[src/rtl/viterbi_pkg.sv]
// Shared constants and trellis helpers for the K=3, rate-1/2 (7/5 octal) convolutional code.
// The BMU reference model uses the same trellis_sym() so encoder and decoder labels cannot drift.
package viterbi_pkg;

    localparam int unsigned K          = 3;
    localparam int unsigned NUM_STATES = 4;
    localparam int unsigned STATE_W    = 2;
    localparam int unsigned SYM_W      = 2;

    localparam logic [K-1:0] G1 = 3'b111;
    localparam logic [K-1:0] G0 = 3'b101;

    localparam logic [STATE_W-1:0] S0 = 2'b00;
    localparam logic [STATE_W-1:0] S1 = 2'b01;
    localparam logic [STATE_W-1:0] S2 = 2'b10;
    localparam logic [STATE_W-1:0] S3 = 2'b11;

    typedef logic [STATE_W-1:0] trellis_state_t;
    typedef logic [SYM_W-1:0]   code_sym_t;

    // One output slot: code symbol {c1,c0} plus end-of-frame marker.
    typedef struct packed {
        code_sym_t sym;
        logic      last;
    } sym_beat_t;

    // Window {u,s1,s0} masked by each generator, parity-reduced.
    function automatic code_sym_t trellis_sym(input trellis_state_t state, input logic u);
        logic [K-1:0] win;
        win = {u, state};
        return {^(win & G1), ^(win & G0)};
    endfunction

    function automatic trellis_state_t trellis_next(input trellis_state_t state, input logic u);
        return {u, state[STATE_W-1]};
    endfunction

endpackage

[src/rtl/conv_encoder.sv]
// Rate-1/2 K=3 convolutional encoder: encodes a FRAME_LEN-bit frame, then flushes
// the trellis back to S0 with zero tail bits, through a single registered output slot.
module conv_encoder
    import viterbi_pkg::*;
#(
    parameter int unsigned FRAME_LEN = 16,
    parameter int unsigned TAIL_LEN  = 2
) (
    input  logic             clk_i,
    input  logic             rst_ni,
    input  logic             start_i,
    input  logic             din_i,
    input  logic             din_valid_i,
    output logic             din_ready_o,
    output logic [SYM_W-1:0] sym_o,
    output logic             sym_valid_o,
    input  logic             sym_ready_i,
    output logic             sym_last_o,
    output logic             busy_o
);

    localparam int unsigned CNT_W  = $clog2(FRAME_LEN + 1);
    localparam int unsigned TCNT_W = 2;

    typedef enum logic [1:0] {IDLE, ENC, TAIL, DRAIN} fsm_e;

    fsm_e              state_q, state_d;
    trellis_state_t    shift_q, shift_d;
    logic [CNT_W-1:0]  bit_cnt_q, bit_cnt_d;
    logic [TCNT_W-1:0] tail_cnt_q, tail_cnt_d;
    sym_beat_t         slot_q, slot_d;
    logic              sym_valid_q, sym_valid_d;
    logic              busy_q, busy_d;

    logic slot_free, sym_hs, accept, last_bit, last_tail;
    logic load, load_u, load_last;

    assign slot_free = ~sym_valid_q | sym_ready_i;
    assign sym_hs    = sym_valid_q & sym_ready_i;
    assign accept    = (state_q == ENC) & din_valid_i & slot_free;
    assign last_bit  = (bit_cnt_q == CNT_W'(FRAME_LEN - 1));
    assign last_tail = (tail_cnt_q == TCNT_W'(TAIL_LEN - 1));

    // FSM state register
    always_ff @(posedge clk_i or negedge rst_ni) begin
        if (!rst_ni) begin
            state_q <= IDLE;
        end else begin
            state_q <= state_d;
        end
    end

    // Next-state logic
    always_comb begin
        state_d = state_q;
        case (state_q)
            IDLE:    if (start_i) state_d = ENC;
            ENC:     if (accept && last_bit) state_d = TAIL;
            TAIL:    if (slot_free && last_tail) state_d = DRAIN;
            DRAIN:   if (sym_hs) state_d = IDLE;
            default: state_d = IDLE;
        endcase
    end

    // Output/datapath logic: decides what, if anything, loads into the slot this cycle
    always_comb begin
        shift_d     = shift_q;
        bit_cnt_d   = bit_cnt_q;
        tail_cnt_d  = tail_cnt_q;
        slot_d      = slot_q;
        sym_valid_d = sym_valid_q & ~sym_ready_i;
        busy_d      = busy_q;
        din_ready_o = 1'b0;
        load        = 1'b0;
        load_u      = 1'b0;
        load_last   = 1'b0;

        case (state_q)
            IDLE: begin
                if (start_i) begin
                    shift_d    = S0;
                    bit_cnt_d  = '0;
                    tail_cnt_d = '0;
                    busy_d     = 1'b1;
                end
            end
            ENC: begin
                din_ready_o = slot_free;
                if (accept) begin
                    load      = 1'b1;
                    load_u    = din_i;
                    bit_cnt_d = bit_cnt_q + CNT_W'(1);
                    if (last_bit) tail_cnt_d = '0;
                end
            end
            TAIL: begin
                if (slot_free) begin
                    load       = 1'b1;
                    load_last  = last_tail;
                    tail_cnt_d = tail_cnt_q + TCNT_W'(1);
                end
            end
            DRAIN: begin
                if (sym_hs) begin
                    slot_d.last = 1'b0;
                    busy_d      = 1'b0;
                end
            end
            default: ;
        endcase

        if (load) begin
            slot_d.sym  = trellis_sym(shift_q, load_u);
            slot_d.last = load_last;
            sym_valid_d = 1'b1;
            shift_d     = trellis_next(shift_q, load_u);
        end
    end

    // Datapath registers
    always_ff @(posedge clk_i or negedge rst_ni) begin
        if (!rst_ni) begin
            shift_q     <= S0;
            bit_cnt_q   <= '0;
            tail_cnt_q  <= '0;
            slot_q      <= '0;
            sym_valid_q <= 1'b0;
            busy_q      <= 1'b0;
        end else begin
            shift_q     <= shift_d;
            bit_cnt_q   <= bit_cnt_d;
            tail_cnt_q  <= tail_cnt_d;
            slot_q      <= slot_d;
            sym_valid_q <= sym_valid_d;
            busy_q      <= busy_d;
        end
    end

    assign sym_o       = slot_q.sym;
    assign sym_last_o  = slot_q.last;
    assign sym_valid_o = sym_valid_q;
    assign busy_o      = busy_q;

endmodule

[config.mk]
export PLATFORM = sky130hd
export DESIGN_NAME = conv_encoder
export DESIGN_NICKNAME = d
export VERILOG_FILES = /design/src/rtl/viterbi_pkg.sv /design/src/rtl/conv_encoder.sv
export SDC_FILE = /design/constraint.sdc
export NUM_CORES = 1
export LEC_CHECK = 0
export CAP_MARGIN = 10
export CORE_ASPECT_RATIO = 1.4
export CORE_MARGIN = 3
export CORE_UTILIZATION = 42
export DETAILED_ROUTE_END_ITERATION = 12
export PLACE_DENSITY_LB_ADDON = 0.15
export SYNTH_ARGS = -nofsm -noshare
export SYNTH_HDL_FRONTEND = slang
export SYNTH_SLANG_ARGS = --single-unit
[constraint.sdc]
create_clock -name clk_i -period 1.7 [get_ports clk_i]
set_input_delay 0.255 -clock clk_i [delete_from_list [all_inputs] [get_ports clk_i]]
set_output_delay 0.255 -clock clk_i [all_outputs]
set_load 0.02 [all_outputs]
# Word level (Yosys, flattened, before mapping)
# Cells that the tools add are included.
[classes]
addsub = 2
n_eq_ne = 12
muxes = 29
bitwise_logic = 7
reduce_logical = 18
[ops]
columns = ["operator", "count"]
rows = [
  ["$mux 2", 10],
  ["$mux 1", 12],
  ["$ne 2x2->1 const B", 6],
  ["$reduce_bool 2->1", 6],
  ["$mux 5", 2],
  ["$pmux 5 s2", 1],
  ["$pmux 2 s4", 1],
  ["$pmux 2 s3", 1],
  ["$reduce_and 3->1", 2],
  ["$reduce_xor 3->1", 2],
  ["$add 5x1->5 const B", 1],
  ["$eq 5x4->1 const B", 1],
  ["$reduce_and 5->1", 1],
  ["$and 1x1->1", 4],
  ["$eq 2x1->1 const B", 2],
  ["$eq 2x2->1 const B", 2],
  ["$pmux 1 s2", 2],
  ["$reduce_and 2->1", 2],
  ["$reduce_and 4->1", 1],
  ["$reduce_bool 3->1", 1],
  ["$add 2x1->2 const B", 1],
  ["$logic_and 1x1->1", 2],
  ["$logic_not 2->1", 1],
  ["$ne 2x1->1 const B", 1],
  ["other kinds (2)", 3],
]
[word_totals]
regBits = 16
out_inout_bits = 6
word_cells = 76

# Longest topological paths before layout
[depth]
ltp_word = 7
mapped_depth = 7
depth_no_buf = 7

# Worst setup path after synthesis
# Ideal clock, no wire load.
[synth_timing]
path_type = "register -> register"
from = "register bit_cnt_q[0]"
to = "register tail_cnt_q[0]"
arrival_ns = 1.503
required_time_ns = 1.572
path_slack_ns = 0.069
path_stages_with_launch = 8
n_path_buf = 0
synth_period_minus_slack_ns = 1.631
cell_sequence = "dfrtp_1 > ha_1 > and3_1 > ha_1 > nand2_1 > o21ai_2 > nand4b_1 > mux2_1"
[synth_between]
elab_chain_cells = 3
[synth_rtl]
columns = ["element", "line_no", "source"]
rows = [
  ["from (decl)", "conv_encoder.sv:29", "logic [CNT_W-1:0] bit_cnt_q, bit_cnt_d;"],
  ["from (signal assigned)", "conv_encoder.sv:131", "bit_cnt_q <= bit_cnt_d;"],
  ["$eq 5x4->1", "conv_encoder.sv:41", "assign last_bit = (bit_cnt_q == CNT_W'(FRAME_LEN - 1));"],
  ["$ne 2x2->1 (no line)", "-", ""],
  ["$reduce_and 5->1 (no line)", "-", ""],
  ["to (signal assigned)", "conv_encoder.sv:132", "tail_cnt_q <= tail_cnt_d;"],
  ["to (decl)", "conv_encoder.sv:30", "logic [TCNT_W-1:0] tail_cnt_q, tail_cnt_d;"],
]
# No other way between the ends.
# A chain may end at the register's enable or synchronous reset.

# Worst setup path in the final report
[layout_timing]
from = "register bit_cnt_q[0]"
to = "register state_q[1]"
[layout_between]
elab_chain_cells = 4
[layout_rtl]
columns = ["element", "line_no", "source"]
rows = [
  ["$eq 5x4->1", "conv_encoder.sv:41", ""],
  ["$logic_and 1x1->1", "conv_encoder.sv:58", "ENC: if (accept && last_bit) state_d = TAIL;"],
  ["$ne 2x1->1 (no line)", "-", ""],
  ["$reduce_and 4->1 (no line)", "-", ""],
  ["to (signal assigned)", "conv_encoder.sv:49", "state_q <= state_d;"],
  ["to (decl)", "conv_encoder.sv:27", "fsm_e state_q, state_d;"],
]
# No other way between the ends.

==> flow_summary.yaml <==
die:
  coreArea_mm2: 0.00204
  fp-row-count: 19
  dieArea_mm2: 0.00286
  die_w_um: 46.1
  ios: 12
  die_h_um: 62.1
  start_util: 0.462
power_and_ir_drop:
  powerDensity_mw_per_mm2: 1620
  ir_worst_vdd_uv: 1080
  net-switching-power_uw: 841
  pwr-share-comb: 0.610
  clkPwrFrac: 0.123
  seqPwrFrac: 0.267
  swShare: 0.389
  leakagePower_uw: 0.000638
  internal_power_uw: 1320
cells_and_area:
  drive_gt1_frac: 0.305
  diodes: 0
  fillers: 175
  final_core_util: 0.654
  area_growth_pct: 41.5
  multiInputGateArea_um2: 587
  regArea_um2: 400
  finalNetCount: 142
synth:
  synth_edf_count: 0
  synth-xor-area-share: 0.0278
  yosysTopAreaCellShare: 0.424
  synth_warnings: 0
  synth_adder_area_share: 0.0927
  ys.flop_type: "dfrtp_1"
  avgSynthCellArea_um2: 9.94
  ys_seq_area_frac: 0.424
  synth_area_um2: 945
  ys_seq_elements: 16
  synthMuxAreaShare: 0.0675
  synth_top_family_by_area: "simple AND/OR/NAND/NOR gates"
  synthSimpleGateAreaFrac: 0.233
  synth_nets: 108
  netlist_instances: 95
  synth_compound_area_frac: 0.118
  synth.distinct_cells: 31
  synth.most_common_cell: "dfrtp_1"
  synth_commonest_cells: "dfrtp_1 (16), nand2_1 (12), inv_1 (8)"
  synth.area.top_cells: "dfrtp_1 (42%), ha_1 (9.3%), nand2_1 (4.8%)"
  async_flop_share: 1.00
  synth_top_cell_by_area: "dfrtp_1"
timing:
  slew_violations: 0
  hold_viol: 0
  finalCritPeriodShare: 0.998
  finalCriticalPeriod_ns: 1.70
  setup_viol: 0
  slew_headroom: 0.818
  setup_slack_ns: 0.00400
  max_freq_mhz: 590
  tightest_slew_ns: 0.272
  rsz0062_at_grt: "true"
  fin_skew_ns: 0.0118
critical_path:
  cp.arrival_ns: 1.88
  cp_slowest_stage_delay_ns: 0.37
  start_kind: "register"
  crit_path_end_kind: "register"
  path_max_fanout: 3
  crit_family: "simple AND/OR/NAND/NOR gates"
  worstPathRequired_ns: 1.89
  critical_path.slowest_cell: "dfrtp_1"
  worstPathCellList: "ha_2, and3_4, ha_4, nand2_4, o21ai_4, nand4b_1, mux2_4"
  cp_num_buf_inv: 0
  crit_type: "reg -> reg"
route:
  dr.pass1.iters: 4
  ant_nets: 0
  initialDrtViolationCount: 9
  drc: 0
  wire_per_inst_um: 13.9
  wl_mm: 2.08
  viasPerCell: 5.33
  via_count: 794
placement:
  gp_congestion: 0.862
  io_buffers: 11
  hpwl_mm: 1.52
  pre_cts_ws_ns: -0.138
global_routing:
  grtUsageTotal: 0.168
  grt_pass1_vias: 830
  grt.overflow.total: 0
  grt_pass1_wl_mm: 3.53
  grt_max_degree: 17
  antenna_found_initial: 0
status:
  status: "finished, final reports clean"
clocking:
  cts-root-buf: "clkbuf_4"
  clk_path_buf_depth: 2
  tritoncts: "built"
  insertion_delay_ns: 0.31
  clk_pin_slew_ns: 0.11
  cts_made_buffers: 3
  cts_num_sinks: 16
  htree_num_levels: 1
job:
  maxCapViolCount: 0
hold_path:
  hold_class: "in -> async"
==> path summary, 6_finish.rpt <==
| check | slack [ns] | depth (start not counted) | endpoint | startpoint |
|---|---|---|---|---|
| setup / recovery | 0.004 | 7 | state_q[1]$_DFFE_PN0P_ | bit_cnt_q[0]$_DFFE_PN0P_ |
| hold / removal | 0.28 | 2 | bit_cnt_q[2]$_DFFE_PN0P_ | rst_ni |
| setup reg to reg | 0.004 | 7 | state_q[1]$_DFFE_PN0P_ | bit_cnt_q[0]$_DFFE_PN0P_ |
| hold reg to reg | 0.49 | 2 | sym_o[0]$_DFFE_PN0P_ | sym_o[0]$_DFFE_PN0P_ |
| max in group asynchronous | 1.22 | 2 | bit_cnt_q[4]$_DFFE_PN0P_ | rst_ni |
| min in group clk_i | 0.49 | 2 | sym_o[0]$_DFFE_PN0P_ | sym_o[0]$_DFFE_PN0P_ |
==> placed cells by master (no fill, tap or decap), types with 2 or more instances in the layout <==
cell              n
mux2i_1           3
ha_1              3
clkdlybuf4s50_1   9
nor2_1            3
mux2_1            2
nand4b_1          2
inv_1             7
nor2b_1           2
nand2b_1          2
nand2_1          11
nand3_1           5
dfrtp_1          16
a21oi_1           2
a21o_1            2
ha_4              3
nand4_1           2
xnor2_1           3
o21ai_0           4
buf_4            19
clkbuf_4          3
nand2b_4          2
o21ai_1           4
==> cell families after synthesis <==
logic type / Yosys count
xor+xnor: 3
fa+ha+maj: 7
simple gates: 38
mux: 6
buf+inv: 9
flops: 16
compound gates: 16
==> layer usage <==
layer  share of wire  track usage  vias up
met5               0            0        -
met4           0.040        0.107        0
met3           0.031       0.0260        9
met2            0.51        0.278       17
met1            0.42        0.187      371
li1                -            -      397
==> power by group through the flow <==
| stage | clock [µW] | sequential (µW) | combinational (µW) |
|---|---|---|---|
| finish | 267 | 577 | 1320 |
| global route | 294 | 593 | 1470 |
| CTS | 276 | 580 | 1180 |
| detailed placement | 0 | 589 | 1130 |
| global placement | 0 | 576 | 1110 |
| floorplan | 0 | 614 | 665 |
==> state kept, by name, summed over array words and instances, names as in the netlist <==
register,flops
state_q,2
busy_o,1
sym_o,2
bit_cnt_q,5
sym_valid_o,1
tail_cnt_q,2
sym_last_o,1
shift_q,2
==> layout make-up <==
class,instances,area share
multi-input cells,70,0.439
flip-flops and latches,16,0.300
repair buffers,30,0.192
clock buffers,4,0.0272
inverters,8,0.0225
well taps,21,0.0197
==> repair_timing <==
| action | in CTS | in global routing |
|---|---|---|
| hold buffers | 0 | 0 |
| pin swaps | 2 | 3 |
| setup endpoints to repair | 3 | 11 |
| gates resized for setup | 4 | 15 |
| setup buffers | 1 | 3 |
| gates cloned | 0 | 0 |
==> worst reg2reg max path, stage by stage (launching register included) <==
cell,delay (ns)
dfrtp_1,0.37
ha_2,0.18
and3_4,0.19
ha_4,0.13
nand2_4,0.05
o21ai_4,0.17
nand4b_1,0.17
mux2_4,0.33
==> stage by stage <==
stage	TNS [ns]	instances	instance area (µm²)	power, µW	hold WS, ns
2_1_floorplan	0	95	945	1280	-0.0406
3_3_place_gp	-0.571	141	1190	1690	0.468
3_5_place_dp	-0.651	141	1190	1720	0.475
4_1_cts	0	146	1240	2040	0.263
5_1_grt	-0.213	149	1340	2350	0.282
6_report	0	149	1340	2160	0.277
No activity file was read; power rests on OpenSTA's default activity.
==> RTL edit 1, RTL diff (same flow settings) <==
The 4 states of `fsm_e` get a one-hot encoding in 4 bits.
--- a/src/rtl/conv_encoder.sv
+++ b/src/rtl/conv_encoder.sv
@@ -22,7 +22,7 @@
     localparam int unsigned CNT_W  = $clog2(FRAME_LEN + 1);
     localparam int unsigned TCNT_W = 2;
 
-    typedef enum logic [1:0] {IDLE, ENC, TAIL, DRAIN} fsm_e;
+    typedef enum logic [3:0] {IDLE = 4'b0001, ENC = 4'b0010, TAIL = 4'b0100, DRAIN = 4'b1000} fsm_e;
 
     fsm_e              state_q, state_d;
     trellis_state_t    shift_q, shift_d;
Behaviour: no difference found for any inputs over 10 cycles, from zero or initial values and one cycle with rst_ni low; not proved beyond that.
==> RTL edit 1 against the unedited design <==
The flow now finishes with violations (negative setup slack). First-iteration DRC count increased to 3.2 times the old value. Fmax decreased by 1.7%. Routed wire length increased by 14%. Final area increased by 6.1%. Synthesized area increased by 9.1%. Total power decreased by 25%. Hold slack improved by 8.5 ps. Sequential cell count increased by 2. Worst setup slack got worse by 30 ps. Synthesized cell count increased by 12%. Largest cell class unchanged. Largest power group unchanged.
==> RTL edit 1: results (changes against the unedited design) <==
Parameter                              Value

STA
  Measured slew at the worst slew-check pin    401 ps (was 272 ps)
  Fin worst setup slack    -25.7 ps (was 4.00 ps)
  Setup clock skew after layout    4.36 ps (was 11.8 ps)
  Total of endpoints with negative setup slack in the final report    3 (was 0)
  Worst Hold Margin    286 ps (was 277 ps)

Synthesis
  Post-synth net total    115 (was 108)
  Mean post-synth cell area    9.73 um2 (was 9.94 um2)
  Register area share after synthesis    43.8% (was 42.4%)
  Synth cell count leaders    sky130_fd_sc_hd__dfrtp_1, sky130_fd_sc_hd__nand2_1, sky130_fd_sc_hd__a21oi_1 (was sky130_fd_sc_hd__dfrtp_1, sky130_fd_sc_hd__nand2_1, sky130_fd_sc_hd__inv_1)

Power
  Worst IR drop on VDD    0.691 mV (was 1.08 mV)

Run status
  Run status    finished with violations (was finished clean)
  Violations in the final reports    negative setup slack

Place
  Worst slack at placement    -173 ps (was -138 ps)
  Placement Cell Area    1300 um2 (was 1190 um2)
  Final RePlAce weighted congestion    0.842 (was 0.862)
  Dpl hpwl    1.76 mm (was 1.52 mm)

Final layout
  Fraction of layout instances using a drive strength above 1    31.4% (was 30.5%)
  Number of filler instances in the final layout    199 (was 175)

Worst setup path
  Cell at the slowest stage of the critical path    sky130_fd_sc_hd__or4b_4 (was sky130_fd_sc_hd__dfrtp_1)
  Count of cells along the worst register-to-register path    5 (was 7)
  Destination of the worst register-to-register timing path    sym_o[1]$_DFFE_PN0P_ (was state_q[1]$_DFFE_PN0P_)
  Worst path max stage delay    550 ps (was 370 ps)
  Launch point of the critical path    state_q[2]$_DFFE_PN0P_ (was bit_cnt_q[0]$_DFFE_PN0P_)

GRT
  Via count of the first global-routing pass    933 (was 830)
  Pin count of the biggest net entering global routing    19 (was 17)
  Met3 track demand over resource    4.17% (was 2.60%)

Drt
  Number of violations reported at the end of detailed-routing iteration 0    29 (was 9)
  Sum of routed wire length over all layers    2.36 mm (was 2.08 mm)
  Vias/cell    5.74 (was 5.33)
==> RTL edit 1: final cells by class <==
cell class | count | area (um2) | share of cell area, %
multi-input cells | 81 | 609 | 43.0
repair buffers | 33 | 288 | 20.3
well taps | 22 | 27.5 | 1.94
flip-flops and latches | 18 | 452 | 31.9
clock buffers | 4 | 26.3 | 1.85
inverters | 4 | 15.0 | 1.06
==> RTL edit 1: cells by family (layout without fill, tap and decap cells) <==
kind of cell             count (synthesis)  in the layout  share of synthesized area, %
AND/OR/NAND/NOR                         46             46                          25.6
XOR/XNOR                                 3              3                          2.55
flip-flops                              18             18                          43.8
adder cells (fa/ha/maj)                  3              3                          3.64
buffers and inverters                    7             41                          2.67
AO/OA/AOI/OAI                           26             26                          18.2
multiplexers                             3              3                          3.52
==> RTL edit 1: power by group <==
part | internal, W | leakage [nW] | switching (W)
Clock | 0.0000912 | 0.0150 | 0.000128
Combinational | 0.000437 | 0.345 | 0.000379
Sequential | 0.000524 | 0.237 | 0.0000629
Total | 0.00105 | 0.597 | 0.000570
==> RTL edit 2, RTL diff (config.mk and constraints unchanged) <==
Without the edit above. Make the reset (`rst_ni`) synchronous in 2 clocked blocks.
--- a/src/rtl/conv_encoder.sv
+++ b/src/rtl/conv_encoder.sv
@@ -42,7 +42,7 @@
     assign last_tail = (tail_cnt_q == TCNT_W'(TAIL_LEN - 1));
 
     // FSM state register
-    always_ff @(posedge clk_i or negedge rst_ni) begin
+    always_ff @(posedge clk_i) begin
         if (!rst_ni) begin
             state_q <= IDLE;
         end else begin
@@ -118,7 +118,7 @@
     end
 
     // Datapath registers
-    always_ff @(posedge clk_i or negedge rst_ni) begin
+    always_ff @(posedge clk_i) begin
         if (!rst_ni) begin
             shift_q     <= S0;
             bit_cnt_q   <= '0;
Check against the original RTL: differs if rst_ni is asserted again (counterexample within 4 cycles, from zero or initial values and one cycle with rst_ni low); with rst_ni held inactive, the same outputs for 10 cycles.
==> RTL edit 2 against the unedited design <==
Sequential share of layout area decreased by 4.3 points. Cell count rose by 7.4%. Sequential cell count unchanged. Total power is 16% lower. Routed wire length rose by 6.7%. Synthesized area is 0.40% higher. Worst setup slack improved by 69 ps. Core utilization shrank 3.8 points. Final area shrank 5.8%.
==> RTL edit 2: results (changes against the unedited design) <==
Parameter                              Value

Synthesis
  Synth cell count leaders    sky130_fd_sc_hd__dfxtp_1, sky130_fd_sc_hd__a21oi_1, sky130_fd_sc_hd__nand2_1 (was sky130_fd_sc_hd__dfrtp_1, sky130_fd_sc_hd__nand2_1, sky130_fd_sc_hd__inv_1)
  Cell types occupying the most area after synthesis    sky130_fd_sc_hd__dfxtp_1, sky130_fd_sc_hd__ha_1, sky130_fd_sc_hd__a21oi_1 (was sky130_fd_sc_hd__dfrtp_1, sky130_fd_sc_hd__ha_1, sky130_fd_sc_hd__nand2_1)
  Distinct cell type count after synthesis    40 (was 31)
  Post-synth net total    124 (was 108)
  Most frequently used flop master after synthesis    sky130_fd_sc_hd__dfxtp_1 (was sky130_fd_sc_hd__dfrtp_1)
  Post-synth ARST share    0% (was 100%)

STA
  Setup clock skew after layout    3.32 ps (was 11.8 ps)
  Measured slew at the worst slew-check pin    380 ps (was 272 ps)

Worst setup path
  Destination of the worst register-to-register timing path    bit_cnt_q[4]$_SDFFE_PN0P_ (was state_q[1]$_DFFE_PN0P_)
  Count of cells along the worst register-to-register path    5 (was 7)
  Launch point of the critical path    bit_cnt_q[1]$_SDFFE_PN0P_ (was bit_cnt_q[0]$_DFFE_PN0P_)
  Arrival time of data at the critical path endpoint    1850 ps (was 1880 ps)
  Worst path max stage delay    460 ps (was 370 ps)
  Cell at the slowest stage of the critical path    sky130_fd_sc_hd__or4b_1 (was sky130_fd_sc_hd__dfrtp_1)

GRT
  Overall fraction of global-route tracks in use    17.1% (was 16.8%)
  Pin count of the biggest net entering global routing    10 (was 17)
  First-pass GRT wire length    3.75 mm (was 3.53 mm)
  Via count of the first global-routing pass    867 (was 830)

Power
  Worst IR drop on VDD    0.774 mV (was 1.08 mV)
  Leakage power    0.486 nW (was 0.638 nW)

Drt
  Number of violations reported at the end of detailed-routing iteration 0    25 (was 9)
  Vias post-DR    906 (was 794)
  Sum of routed wire length over all layers    2.22 mm (was 2.08 mm)

Clock tree
  Post-CTS Setup Bufs    0 (was 1)
  Clock Latency Late Sink    290 ps (was 310 ps)

Place
  Final RePlAce weighted congestion    0.807 (was 0.862)
  Dpl hpwl    1.62 mm (was 1.52 mm)

Floorplanning
  Die span in x    46.2 um (was 46.1 um)

Final layout
  Fraction of layout instances using a drive strength above 1    26.6% (was 30.5%)
  Number of filler instances in the final layout    185 (was 175)

Run status
  Run status    finished clean (unchanged)
-- RTL edit 2: changes by cell type in the layout (fill, tap and decap cells not counted), moves of 3 or more --
cell / before / now
sky130_fd_sc_hd__dfxtp_1: 0 / 14
sky130_fd_sc_hd__dfrtp_1: 16 / 0
sky130_fd_sc_hd__inv_1: 7 / 4
sky130_fd_sc_hd__xnor2_1: 3 / 0
sky130_fd_sc_hd__nand3b_1: 0 / 3
sky130_fd_sc_hd__a21oi_1: 2 / 11
sky130_fd_sc_hd__o21ai_1: 4 / 1
-- RTL edit 2: kinds of logic after synthesis --
kind of cell	share of synthesized area (%)
buffers and inverters	5.28
AO/OA/AOI/OAI	19.0
multiplexers	3.17
flip-flops	33.8
adder cells (fa/ha/maj)	10.6
AND/OR/NAND/NOR	28.2
-- RTL edit 2: metal layers --
layer | up-vias | track usage, % | wire length [um]
met2 | 16 | 26.6 | 1090
met4 | 0 | 7.47 | 40
met5 | - | 0 | 0
li1 | 460 | - | -
met1 | 425 | 22.1 | 1010
met3 | 5 | 3.18 | 71
-- RTL edit 2: area by class of cell --
class	instances	area share, %
clock buffers	4	2.88
inverters	8	2.39
multi-input cells	83	48.5
flip-flops and latches	16	25.6
well taps	21	2.09
repair buffers	28	18.5
-- RTL edit 2: worst min-delay path by stage --
stage,from,to,depth (start not counted)
after detailed placement,tail_cnt_q[1]$_SDFFE_PN0P_,tail_cnt_q[1]$_SDFFE_PN0P_,2
final,tail_cnt_q[1]$_SDFFE_PN0P_,tail_cnt_q[1]$_SDFFE_PN0P_,2
after global routing,tail_cnt_q[1]$_SDFFE_PN0P_,tail_cnt_q[1]$_SDFFE_PN0P_,2
after CTS,tail_cnt_q[1]$_SDFFE_PN0P_,tail_cnt_q[1]$_SDFFE_PN0P_,2
after global placement,tail_cnt_q[1]$_SDFFE_PN0P_,tail_cnt_q[1]$_SDFFE_PN0P_,2
after floorplan,din_i,shift_q[1]$_SDFFE_PN0P_,2
-- RTL edit 2: timing repair --
item / CTS / global route
pin swaps: 1 / 2
setup endpoints to repair: 4 / 13
gates resized for setup: 4 / 14
endpoints found under the hold margin: 0 / 0
-- RTL edit 2: through the flow --
stage / util (%) / setup WS [ps] / hold WS, ps / instance area (um2)
final: 61.6 / 73.1 / 477 / 1260
after global placement: 58.3 / -226 / 449 / 1190
after floorplan: - / 35.5 / 418 / 948
after CTS: 60.2 / 2.87 / 477 / 1230
after detailed placement: 58.3 / -248 / 464 / 1190
after global routing: 61.6 / -10.5 / 519 / 1260
-- RTL edit 2: report_power, final --
part / switching, W / internal [W] / total (W)
logic: 0.000536 / 0.000517 / 0.00105
registers: 0.0000497 / 0.000444 / 0.000494
clock network: 0.000130 / 0.000131 / 0.000261
